File: config.mk
export PLATFORM = sky130hd
export DESIGN_NAME = hls_deadlock_monitor_param_flat
export DESIGN_NICKNAME = d
export VERILOG_FILES = /design/src/rtl/hls_deadlock_monitor_param_pkg.sv /design/src/rtl/hls_deadlock_monitor_param_if.sv /design/src/rtl/hls_deadlock_monitor_param_reduce.sv /design/src/rtl/hls_deadlock_monitor_param.sv /design/src/flat_wrapper.sv
export SDC_FILE = /design/constraint.sdc
export NUM_CORES = 1
export LEC_CHECK = 0
export BUFFER_PORTS_ARGS = -buffer_cell sky130_fd_sc_hd__buf_2
export CELL_PAD_IN_SITES_DETAIL_PLACEMENT = 1
export CELL_PAD_IN_SITES_GLOBAL_PLACEMENT = 1
export CORE_MARGIN = 2
export CORE_UTILIZATION = 38
export DETAILED_ROUTE_END_ITERATION = 10
export GPL_ROUTABILITY_DRIVEN = 1
export PLACE_DENSITY_LB_ADDON = 0.1
export SYNTH_ARGS = -nofsm -noshare
export SYNTH_HDL_FRONTEND = slang
export SYNTH_SLANG_ARGS = --single-unit
File: constraint.sdc
create_clock -name clock -period 4.12 [get_ports clock]
set_clock_uncertainty 0.15 [all_clocks]
set_input_delay 0.206 -clock clock [delete_from_list [all_inputs] [get_ports clock]]
set_output_delay 0.206 -clock clock [all_outputs]
set_load 0.05 [all_outputs]
File: src/rtl/hls_deadlock_monitor_param_pkg.sv
// Shared types and helpers for the parametrised HLS dataflow deadlock monitor.
package hls_dlm_pkg;

    typedef enum logic [1:0] {
        IDLE    = 2'd0,
        ARMED   = 2'd1,
        LATCHED = 2'd2
    } dlm_state_e;

    localparam int unsigned MAP_MAX_W  = 1024;
    localparam int unsigned AXIS_MAX_W = 256;

    // Width of a channel index; a single channel still needs one bit.
    function automatic int unsigned axis_width(input int unsigned num_axis);
        return (num_axis > 1) ? $clog2(num_axis) : 1;
    endfunction

    // Owning-process field k of a packed channel map.
    function automatic int unsigned map_field(input logic [MAP_MAX_W-1:0] map,
                                              input int unsigned          k,
                                              input int unsigned          idx_w);
        logic [MAP_MAX_W-1:0] sh;
        logic [MAP_MAX_W-1:0] mask;
        sh   = map >> (k * idx_w);
        mask = (MAP_MAX_W'(1) << idx_w) - MAP_MAX_W'(1);
        return 32'(sh & mask);
    endfunction

    // Index of the lowest set bit; 0 when nothing is set.
    function automatic int unsigned lowest_set(input logic [AXIS_MAX_W-1:0] v);
        int unsigned idx;
        idx = 0;
        for (int i = int'(AXIS_MAX_W) - 1; i >= 0; i--) begin
            if (v[i]) idx = unsigned'(i);
        end
        return idx;
    endfunction

endpackage

File: src/rtl/hls_deadlock_monitor_param_if.sv
// Monitor-side bundle: control, per-process/per-channel status flags and diagnostics.
interface hls_deadlock_monitor_param_if
    import hls_dlm_pkg::*;
#(
    parameter int unsigned NUM_PROC = 53,
    parameter int unsigned NUM_AXIS = 10,
    parameter int unsigned CNT_W    = 32
);
    localparam int unsigned FA_W = axis_width(NUM_AXIS);

    logic                enable;
    logic                clear;
    logic [NUM_AXIS-1:0] axis_block_sigs;
    logic [NUM_PROC-1:0] inst_idle_sigs;
    logic [NUM_PROC-1:0] inst_block_sigs;
    logic                block;
    logic                deadlock;
    logic                deadlock_pulse;
    logic [FA_W-1:0]     first_axis_idx;
    logic [NUM_PROC-1:0] blocked_snapshot;
    logic [CNT_W-1:0]    stall_count;

    modport master (
        output enable, clear, axis_block_sigs, inst_idle_sigs, inst_block_sigs,
        input  block, deadlock, deadlock_pulse, first_axis_idx, blocked_snapshot, stall_count
    );

    modport slave (
        input  enable, clear, axis_block_sigs, inst_idle_sigs, inst_block_sigs,
        output block, deadlock, deadlock_pulse, first_axis_idx, blocked_snapshot, stall_count
    );

endinterface

File: src/rtl/hls_deadlock_monitor_param_reduce.sv
// Combinational reduction: folds AXIS block flags onto owning processes and
// reduces the per-process stop vector; also finds the lowest mapped blocked channel.
module hls_dlm_reduce
    import hls_dlm_pkg::*;
#(
    parameter int unsigned                NUM_PROC = 53,
    parameter int unsigned                NUM_AXIS = 10,
    parameter int unsigned                IDX_W    = 6,
    parameter logic [NUM_AXIS*IDX_W-1:0]  AXIS_MAP = '0,
    localparam int unsigned               FA_W     = axis_width(NUM_AXIS)
) (
    input  logic [NUM_AXIS-1:0] axis_block_sigs,
    input  logic [NUM_PROC-1:0] inst_idle_sigs,
    input  logic [NUM_PROC-1:0] inst_block_sigs,
    output logic                has_axis_c,
    output logic                all_stop_c,
    output logic [FA_W-1:0]     first_axis_idx_c
);

    logic [NUM_AXIS-1:0] valid_ch;
    logic [NUM_PROC-1:0] owner_oh [NUM_AXIS];
    logic [NUM_PROC-1:0] proc_axis;
    logic [NUM_PROC-1:0] stop;

    // Channels mapped outside the process range own nothing and never report.
    for (genvar k = 0; k < NUM_AXIS; k++) begin : g_ch
        localparam int unsigned FIELD = map_field(MAP_MAX_W'(AXIS_MAP), k, IDX_W);
        assign valid_ch[k] = (FIELD < NUM_PROC);
        assign owner_oh[k] = (FIELD < NUM_PROC) ? (NUM_PROC'(1) << FIELD) : '0;
    end

    always_comb begin
        proc_axis = '0;
        for (int k = 0; k < NUM_AXIS; k++) begin
            if (axis_block_sigs[k]) proc_axis = proc_axis | owner_oh[k];
        end
    end

    assign stop             = inst_idle_sigs | inst_block_sigs | proc_axis;
    assign has_axis_c       = |proc_axis;
    assign all_stop_c       = &stop;
    assign first_axis_idx_c = FA_W'(lowest_set(AXIS_MAX_W'(axis_block_sigs & valid_ch)));

endmodule

File: src/rtl/hls_deadlock_monitor_param.sv
// Dataflow deadlock monitor: debounced sticky deadlock flag with entry pulse,
// saturating stall counter and a diagnostic snapshot captured at latch time.
module hls_deadlock_monitor_param
    import hls_dlm_pkg::*;
#(
    parameter int unsigned               NUM_PROC    = 53,
    parameter int unsigned               NUM_AXIS    = 10,
    parameter int unsigned               IDX_W       = 6,
    parameter logic [NUM_AXIS*IDX_W-1:0] AXIS_MAP    = '0,
    parameter int unsigned               HOLD_CYCLES = 16,
    parameter int unsigned               CNT_W       = 32
) (
    input  logic                         clock,
    input  logic                         reset_n,
    hls_deadlock_monitor_param_if.slave  mon
);

    localparam int unsigned     FA_W     = axis_width(NUM_AXIS);
    localparam int unsigned     HC_W     = $clog2(HOLD_CYCLES + 1);
    localparam logic [HC_W-1:0] HC_LAST  = HC_W'(HOLD_CYCLES - 1);
    localparam logic            ONE_SHOT = (HOLD_CYCLES == 1);

    dlm_state_e          state_q, state_d;
    logic [HC_W-1:0]     hc_q, hc_d;
    logic                block_q, block_d;
    logic                dl_q, dl_d;
    logic                pulse_q, pulse_d;
    logic [FA_W-1:0]     fidx_q, fidx_d;
    logic [NUM_PROC-1:0] snap_q, snap_d;
    logic [CNT_W-1:0]    cnt_q, cnt_d;

    logic                has_axis_c;
    logic                all_stop_c;
    logic                cond_c;
    logic                enter_c;
    logic [FA_W-1:0]     first_axis_idx_c;

    hls_dlm_reduce #(
        .NUM_PROC (NUM_PROC),
        .NUM_AXIS (NUM_AXIS),
        .IDX_W    (IDX_W),
        .AXIS_MAP (AXIS_MAP)
    ) u_reduce (
        .axis_block_sigs  (mon.axis_block_sigs),
        .inst_idle_sigs   (mon.inst_idle_sigs),
        .inst_block_sigs  (mon.inst_block_sigs),
        .has_axis_c       (has_axis_c),
        .all_stop_c       (all_stop_c),
        .first_axis_idx_c (first_axis_idx_c)
    );

    assign cond_c = mon.enable & has_axis_c & all_stop_c;

    // Next-state and capture logic; clear overrides everything, including a live cond.
    always_comb begin
        state_d = state_q;
        hc_d    = hc_q;
        block_d = cond_c;
        dl_d    = dl_q;
        pulse_d = 1'b0;
        fidx_d  = fidx_q;
        snap_d  = snap_q;
        cnt_d   = cnt_q;
        enter_c = 1'b0;

        if (cond_c && (cnt_q != {CNT_W{1'b1}})) cnt_d = cnt_q + CNT_W'(1);

        case (state_q)
            IDLE: begin
                if (cond_c) begin
                    if (ONE_SHOT) begin
                        enter_c = 1'b1;
                    end else begin
                        state_d = ARMED;
                        hc_d    = HC_W'(1);
                    end
                end
            end
            ARMED: begin
                if (!cond_c) begin
                    state_d = IDLE;
                    hc_d    = '0;
                end else if (hc_q == HC_LAST) begin
                    enter_c = 1'b1;
                end else begin
                    hc_d = hc_q + HC_W'(1);
                end
            end
            LATCHED: begin
                state_d = LATCHED;
            end
            default: begin
                state_d = IDLE;
                hc_d    = '0;
            end
        endcase

        if (enter_c) begin
            state_d = LATCHED;
            hc_d    = '0;
            dl_d    = 1'b1;
            pulse_d = 1'b1;
            fidx_d  = first_axis_idx_c;
            snap_d  = mon.inst_block_sigs;
        end

        if (mon.clear) begin
            state_d = IDLE;
            hc_d    = '0;
            block_d = 1'b0;
            dl_d    = 1'b0;
            pulse_d = 1'b0;
            fidx_d  = '0;
            snap_d  = '0;
            cnt_d   = '0;
        end
    end

    always_ff @(posedge clock or negedge reset_n) begin
        if (!reset_n) begin
            state_q <= IDLE;
            hc_q    <= '0;
            block_q <= 1'b0;
            dl_q    <= 1'b0;
            pulse_q <= 1'b0;
            fidx_q  <= '0;
            snap_q  <= '0;
            cnt_q   <= '0;
        end else begin
            state_q <= state_d;
            hc_q    <= hc_d;
            block_q <= block_d;
            dl_q    <= dl_d;
            pulse_q <= pulse_d;
            fidx_q  <= fidx_d;
            snap_q  <= snap_d;
            cnt_q   <= cnt_d;
        end
    end

    assign mon.block            = block_q;
    assign mon.deadlock         = dl_q;
    assign mon.deadlock_pulse   = pulse_q;
    assign mon.first_axis_idx   = fidx_q;
    assign mon.blocked_snapshot = snap_q;
    assign mon.stall_count      = cnt_q;

endmodule
File: src/flat_wrapper.sv
// flat-port wrapper written by rule: the top's interface ports become plain ports
module hls_deadlock_monitor_param_flat import hls_dlm_pkg::*;
#(
    parameter int unsigned               NUM_PROC    = 53,
    parameter int unsigned               NUM_AXIS    = 10,
    parameter int unsigned               IDX_W       = 6,
    parameter logic [NUM_AXIS*IDX_W-1:0] AXIS_MAP    = '0,
    parameter int unsigned               HOLD_CYCLES = 16,
    parameter int unsigned               CNT_W       = 32
)
  (clock, reset_n, mon_enable, mon_clear, mon_axis_block_sigs, mon_inst_idle_sigs, mon_inst_block_sigs, mon_block, mon_deadlock, mon_deadlock_pulse, mon_first_axis_idx, mon_blocked_snapshot, mon_stall_count);
  hls_deadlock_monitor_param_if #(.NUM_PROC(NUM_PROC), .NUM_AXIS(NUM_AXIS), .CNT_W(CNT_W)) mon_i ();
  input  logic clock;
  input  logic reset_n;
  input wire logic [$bits(mon_i.enable)-1:0] mon_enable;
  input wire logic [$bits(mon_i.clear)-1:0] mon_clear;
  input wire logic [$bits(mon_i.axis_block_sigs)-1:0] mon_axis_block_sigs;
  input wire logic [$bits(mon_i.inst_idle_sigs)-1:0] mon_inst_idle_sigs;
  input wire logic [$bits(mon_i.inst_block_sigs)-1:0] mon_inst_block_sigs;
  output wire logic [$bits(mon_i.block)-1:0] mon_block;
  output wire logic [$bits(mon_i.deadlock)-1:0] mon_deadlock;
  output wire logic [$bits(mon_i.deadlock_pulse)-1:0] mon_deadlock_pulse;
  output wire logic [$bits(mon_i.first_axis_idx)-1:0] mon_first_axis_idx;
  output wire logic [$bits(mon_i.blocked_snapshot)-1:0] mon_blocked_snapshot;
  output wire logic [$bits(mon_i.stall_count)-1:0] mon_stall_count;
  assign mon_i.enable = mon_enable;
  assign mon_i.clear = mon_clear;
  assign mon_i.axis_block_sigs = mon_axis_block_sigs;
  assign mon_i.inst_idle_sigs = mon_inst_idle_sigs;
  assign mon_i.inst_block_sigs = mon_inst_block_sigs;
  assign mon_block = mon_i.block;
  assign mon_deadlock = mon_i.deadlock;
  assign mon_deadlock_pulse = mon_i.deadlock_pulse;
  assign mon_first_axis_idx = mon_i.first_axis_idx;
  assign mon_blocked_snapshot = mon_i.blocked_snapshot;
  assign mon_stall_count = mon_i.stall_count;
  hls_deadlock_monitor_param #(.NUM_PROC(NUM_PROC), .NUM_AXIS(NUM_AXIS), .IDX_W(IDX_W), .AXIS_MAP(AXIS_MAP), .HOLD_CYCLES(HOLD_CYCLES), .CNT_W(CNT_W)) u_core (.clock(clock), .reset_n(reset_n), .mon(mon_i));
endmodule
==> flow_summary.toml, run 1 <==
[worst_setup_path]
cp.required_ns = 4.26
rr_worst_depth = 6
crit_type = "in2reg"
worstPathArrival_ns = 3.35
cp_max_fo = 64
reg2reg_slack_ns = 1.39
crit_path_end_kind = "flip-flop"
cp-endpoint = "u_core.mon.blocked_snapshot[48]"
cp-startpoint = "mon_inst_block_sigs[5]"
r2r-end = "u_core.mon.stall_count[9]"
worstReg2RegStart = "u_core.mon.stall_count[6]"
worstSetupStartpointType = "primary input"

[power]
p_comb_share_pct = 10.9
power.switching_w = 0.0005146
clkPwrFrac_pct = 41.3
p_leak_nw = 3.380
sw_frac_of_total_pct = 25.35
p_int_w = 0.001515
pwr-share-seq_pct = 47.8
ir_worst_vdd_mv = 0.1633
power.density_nw_per_um2 = 292.9

[global_routing]
grt_max_degree = 74
busiest_layer = "met2"
met2_usage_pct = 47.75
grt_pass1_vias = 5725
grt_pass1_wl_um = 29920
grt_util_met1_pct = 31.27
met3_usage_pct = 6.008
grtUsageTotal_pct = 27.11
grt_remaining_overflow = 0
antenna_found_initial = 1

[clocking]
clk_pin_slew_worst_paths_ns = 0.08
htreeDepth = 3
cts_buffers = 9
cts_buffer_depth = 2
clkLatencyLatePin_ns = 0.35
clockRootBuffer = "clkbuf_16"
cts_sinks = 99
cts_tree = "built"

[floorplan]
die_y_um = 117.8
die-area_um2 = 13880
die_width_um = 117.8
core_area_um2 = 12620
io_pins = 212
rows = 41
initial_core_util_pct = 38.99

[timing]
finalCriticalPeriod_ns = 3.207
tightest_slew_ns = 0.9715
hold_viol = 0
timing.fmax_ghz = 0.3118
finalSetupViolations = 0
drv_slew = 0
fin_setup_tns_ns = 0
setup_slack_ns = 0.9129
grt_setup_unrepaired = "no"
post-route-period-util_pct = 77.84
slew_headroom_pct = 35.23

[route]
drt_wl_total_um = 19070
drtIter0Drc = 397
drc_errors = 0
wl_per_cell_um = 20.75
postRouteAntennaNets = 0
dr_total_vias = 5367
vias_per_cell = 5.840
first_pass_iters = 4

[synthesis]
yosys_warnings = 0
syn_area_per_cell_um2 = 10.02
syn_area_um2 = 4921
synth-seq-cells = 99
synthCells = 491
yosys-top-cells-area = "dfrtp_1 (50%), a22o_1 (9.4%), o22ai_1 (5.6%)"
async_reset_ff_share_pct = 100.0
yosysTopAreaCell = "dfrtp_1"
yosysUniqueCellTypes = 48
synth_top_area_share_pct = 50.34
synth_fp_nets = 614
synth-main-ff-cell = "dfrtp_1"
yosysSeqAreaShare_pct = 50.34
synth-edff-count = 0

[run]
drv_cap = 0

[worst_hold_path]
hp-class = "in2reg"
hp-start = "mon_inst_block_sigs[45]"

[cells_and_area]
fin_area_um2 = 6930
final_util_pct = 54.92
synthToLayoutAreaGrowth_pct = 40.83
instances_no_fill = 919
fin_nets = 864
drive_above_1_share_pct = 32.71

[place]
place_worst_setup_slack_ns = 1.172
place_area_um2 = 6107
place.gp.congestion = 0.8785
dp.cells = 849
io_buffer_count = 210
dpl.hpwl_um = 12860

[status]
status = "finished clean"
worst min-delay path by stage:
stage | end | slack [ns] | cells after the start
finish | u_core.mon.blocked_snapshot[45] | 0.02 | 2
global route | u_core.mon.blocked_snapshot[45] | 0.02 | 2
CTS | u_core.mon.blocked_snapshot[45] | 0.005 | 2
detailed placement | u_core.mon.stall_count[29] | 0.27 | 1
global placement | u_core.mon.stall_count[31] | 0.26 | 1
floorplan | u_core.hc_q[0] | -0.24 | 0
Yosys cell counts, types with 2 or more instances:
| cell | number |
|---|---|
| nand4b_1 | 2 |
| ha_1 | 3 |
| o31a_1 | 2 |
| inv_1 | 11 |
| mux2i_1 | 5 |
| o21ai_0 | 21 |
| o21ai_1 | 3 |
| nand3b_1 | 2 |
| o22ai_1 | 44 |
| and3_1 | 10 |
| nand2_1 | 17 |
| dfrtp_1 | 99 |
| o211ai_1 | 5 |
| nor2b_1 | 4 |
| or4_1 | 5 |
| nor3_1 | 10 |
| nor4_1 | 13 |
| a21oi_1 | 25 |
| clkbuf_1 | 16 |
| and2_1 | 2 |
| nand4_1 | 21 |
| or3_1 | 18 |
| nor2_1 | 36 |
| nand3_1 | 23 |
| a22o_1 | 53 |
| mux2_2 | 6 |
| o21a_1 | 2 |
| buf_2 | 9 |
| o31ai_1 | 4 |
| buf_6 | 2 |
worst max-delay path, cell delays in order:
cell and delay, ns:
dlygate4sd3_1 0.54, buf_2 0.13, o22ai_1 0.19, nor4_1 0.31
nand2_1 0.13, or4_4 0.82, nor3_4 0.20, buf_4 0.52
a22o_1 0.24
cells in the final DEF (no fill, tap or decap), types with 3 or more instances in the layout:
cell           instances
o22ai_1               44
nor3_1                10
nor2_1                36
dlygate4sd3_1         53
ha_1                   3
nor4_1                13
o211ai_1               5
o21ai_1                3
nand3_1               23
a22o_1                53
inv_1                 11
or3_1                 18
buf_2                209
dfrtp_1               99
buf_4                  5
mux2i_1                5
a21oi_1               25
o21ai_0               21
o31ai_1                4
mux2_2                 6
clkbuf_16              9
or4_1                  5
nand4_1               21
nor2b_1                4
nand2_1               17
and3_1                10
through the flow:
stage               hold slack, ns  power [W]
global placement            0.2639   0.001159
global route               0.01504   0.002099
floorplan                  -0.2396   0.001044
detailed placement          0.2687   0.001163
finish                     0.01929   0.002030
CTS                       0.004542   0.002028
timing repair:
action,4_1_cts,5_1_grt
endpoints found under the hold margin,124,0
resized for setup,0,0
setup buffers,0,0
hold buffers,53,0
power by group through the flow:
stage,clock network (W),logic (W),registers (W)
after floorplan,0,0.0000537,0.000990
after global placement,0,0.000169,0.000990
after detailed placement,0,0.000173,0.000990
after CTS,0.000844,0.000213,0.000971
after global routing,0.000890,0.000238,0.000971
final,0.000838,0.000221,0.000971
final cells by class:
class | count | area [um2]
Tap cell | 172 | 215.2
Timing Repair Buffer | 267 | 1614
Clock inverter | 5 | 37.54
Sequential cell | 99 | 2477
Fill cell | 1482 | 5689
Inverter | 11 | 41.29
Multi-Input combinational cell | 353 | 2290
Clock buffer | 11 | 252.7
Antenna cell | 1 | 2.502
state kept, by name, summed over array words and instances, names as in the netlist:
register,flops
u_core.mon.blocked_snapshot,53
u_core.mon.stall_count,32
u_core.hc_q,5
u_core.mon.first_axis_idx,4
u_core.state_q,2
u_core.mon.block,1
u_core.mon.deadlock,1
u_core.mon.deadlock_pulse,1
logic make-up (layout without fill, tap and decap cells):
| group | after synthesis | in the layout | share of synthesized area, % |
|---|---|---|---|
| simple gates | 172 | 172 | 19.45 |
| compound gates | 165 | 165 | 23.19 |
| flops | 99 | 99 | 50.34 |
| buf+inv | 39 | 294 | 3.509 |
| mux | 11 | 11 | 2.390 |
| fa+ha+maj | 3 | 3 | 0.7629 |
| xor+xnor | 2 | 2 | 0.3560 |
| other cells | 0 | 1 | 0 |
metal layers:
metal	vias up	part of all wire, %
met2	234	51
met1	2669	39
met5	-	0
met4	0	3.9
li1	2408	-
met3	56	6.4
(Power assumes the default switching activity.)
==> run 2: changes to the inputs <==
--- a/config.mk
+++ b/config.mk
@@ -9,7 +9,7 @@
 export CELL_PAD_IN_SITES_DETAIL_PLACEMENT = 1
 export CELL_PAD_IN_SITES_GLOBAL_PLACEMENT = 1
 export CORE_MARGIN = 2
-export CORE_UTILIZATION = 38
+export CORE_UTILIZATION = 32
 export DETAILED_ROUTE_END_ITERATION = 10
 export GPL_ROUTABILITY_DRIVEN = 1
 export PLACE_DENSITY_LB_ADDON = 0.1
==> constraint.sdc (replaced) <==
create_clock -name clock -period 2.8 [get_ports clock]
set_clock_uncertainty 0.15 [all_clocks]
set_input_delay 0.14 -clock clock [delete_from_list [all_inputs] [get_ports clock]]
set_output_delay 0.14 -clock clock [all_outputs]
set_load 0.05 [all_outputs]
==> flow_summary.toml, run 2 (same netlist as run 1, synthesis figures left out) <==
[power]
ir_worst_vdd_mv = 0.2731
p_leak_nw = 3.493
power.switching_w = 0.0007439
clkPwrFrac_pct = 42.3
power_w = 0.003066
p_comb_share_pct = 11.1
pwr-share-seq_pct = 46.6
power.density_nw_per_um2 = 426.0
sw_frac_of_total_pct = 24.26
p_int_w = 0.002322

[global_routing]
grt_remaining_overflow = 0
grtUsageTotal_pct = 24.38
grt_max_degree = 54
antenna_found_initial = 1
grt_pass1_wl_um = 30710
grt_pass1_vias = 5779

[clocking]
cts_sinks = 99
cts_buffers = 9
cts_tree = "built"
cts_buffer_depth = 2
clkLatencyLatePin_ns = 0.34
clk_pin_slew_worst_paths_ns = 0.07
htreeDepth = 3
clockRootBuffer = "clkbuf_16"

[cells_and_area]
layout_common_cells = "buf_2 (209), dfrtp_1 (99), dlygate4sd3_1 (61)"
synthToLayoutAreaGrowth_pct = 46.25
fill_cells = 1741
seqCellArea_um2 = 2477
final_util_pct = 47.69
largest_reg_flops = 53
drive_above_1_share_pct = 33.59
fin_nets = 884
final_common_cell = "buf_2"
multi_input_area_um2 = 2300

[floorplan]
io_pins = 212
die_y_um = 128.0
rows = 45
core_area_um2 = 15090
die_width_um = 128.0
die-area_um2 = 16390
initial_core_util_pct = 32.61

[worst_setup_path]
cp.required_ns = 2.91
r2r-end = "u_core.mon.stall_count[0]"
crit_path_end_kind = "flip-flop"
cp_max_fo = 36
worstReg2RegStart = "u_core.mon.stall_count[6]"
reg2reg_slack_ns = 0.35
crit_type = "in2reg"
rr_worst_depth = 7
worstPathArrival_ns = 2.85
worstSetupStartpointType = "primary input"

[route]
dr_total_vias = 5392
postRouteAntennaNets = 0
wl_per_cell_um = 20.85
drtIter0Drc = 245
drt_wl_total_um = 19890
first_pass_iters = 4
vias_per_cell = 5.652
drc_errors = 0

[timing]
drv_slew = 0
hold_viol = 0
slew_headroom_pct = 51.00
post-route-period-util_pct = 97.57
tightest_slew_ns = 0.7350
timing.fmax_ghz = 0.3660
finalSetupViolations = 0
finalCriticalPeriod_ns = 2.732
grt_setup_unrepaired = "yes"
fin_setup_tns_ns = 0

[run]
drv_cap = 0

[worst_hold_path]
hold_depth = 4
hold_end = "u_core.mon.first_axis_idx[2]"
hp-start = "mon_axis_block_sigs[2]"
hp-class = "in2reg"

[status]
status = "finished clean"

[place]
dpl.hpwl_um = 14390
io_buffer_count = 210
place.gp.congestion = 0.8881
## run 2: cell types whose count changed in the layout (fill, tap and decap cells not counted)
cell           change
a21oi_1            -1
a21oi_2            +1
buf_12             +4
buf_4              +7
buf_6              +1
bufinv_16          +1
clkinv_4           -2
dlygate4sd3_1      +8
nor4_1             -1
nor4_2             +1
## run 2: what timing repair did
| item | CTS | global route |
|---|---|---|
| setup buffers | 0 | 2 |
| resized for setup | 0 | 3 |
| hold buffers | 61 | 0 |
| setup endpoints to repair | 0 | 58 |
| endpoints found under the hold margin | 109 | 0 |
## run 2: per-stage QoR
stage | instances | setup WS (ns) | hold slack, ns | area, um2
floorplan | 491 | 0.2242 | -0.3056 | 4921
global placement | 875 | 0.2171 | 0.09888 | 6252
detailed placement | 875 | 0.1440 | 0.09938 | 6252
CTS | 951 | 0.09547 | 0.01010 | 7166
global route | 954 | -0.03615 | 0.03613 | 7197
finish | 954 | 0.06812 | 0.02470 | 7197
## run 2: metal layers
metal  wire length (um)  track usage [%]
met5                  0                0
met4                604            8.468
met3               1290            6.344
met2              10540            45.49
met1               7450            26.67
## run 2: worst max path at each step
stage	start	slack (ns)	end	cells after the start
floorplan	u_core.mon.stall_count[6]	0.22	u_core.mon.stall_count[9]	7
global placement	mon_inst_block_sigs[5]	0.22	u_core.mon.stall_count[26]	9
detailed placement	mon_inst_block_sigs[5]	0.14	u_core.mon.stall_count[27]	9
CTS	mon_inst_block_sigs[43]	0.1	u_core.mon.stall_count[27]	10
global route	mon_inst_block_sigs[28]	-0.04	u_core.mon.stall_count[21]	9
finish	mon_inst_block_sigs[8]	0.07	u_core.mon.stall_count[27]	10
## run 2: area by class of cell
class	instances	area share (%)
sequential	99	34.42
multi-input combinational	353	31.95
timing repair buffer	287	25.54
clock buffer	11	3.512
tap	188	3.268
clock inverter	4	0.6954
inverter	11	0.5737
antenna	1	0.03477
## run 2: power by group through the flow
stage | Clock, W | Combinational [W] | Sequential [W]
6_report | 0.00130 | 0.000341 | 0.00143
5_1_grt | 0.00139 | 0.000370 | 0.00143
4_1_cts | 0.00133 | 0.000334 | 0.00143
3_5_place_dp | 0 | 0.000269 | 0.00146
3_3_place_gp | 0 | 0.000264 | 0.00146
2_1_floorplan | 0 | 0.0000791 | 0.00146
## run 2: critical path: stages
cell and delay (ns):
dlygate4sd3_1 0.54, buf_2 0.14, o22ai_1 0.10, nor4_2 0.30
nand3_1 0.11, or4_4 0.61, buf_12 0.21, buf_4 0.17
or3_1 0.35, a21oi_1 0.15
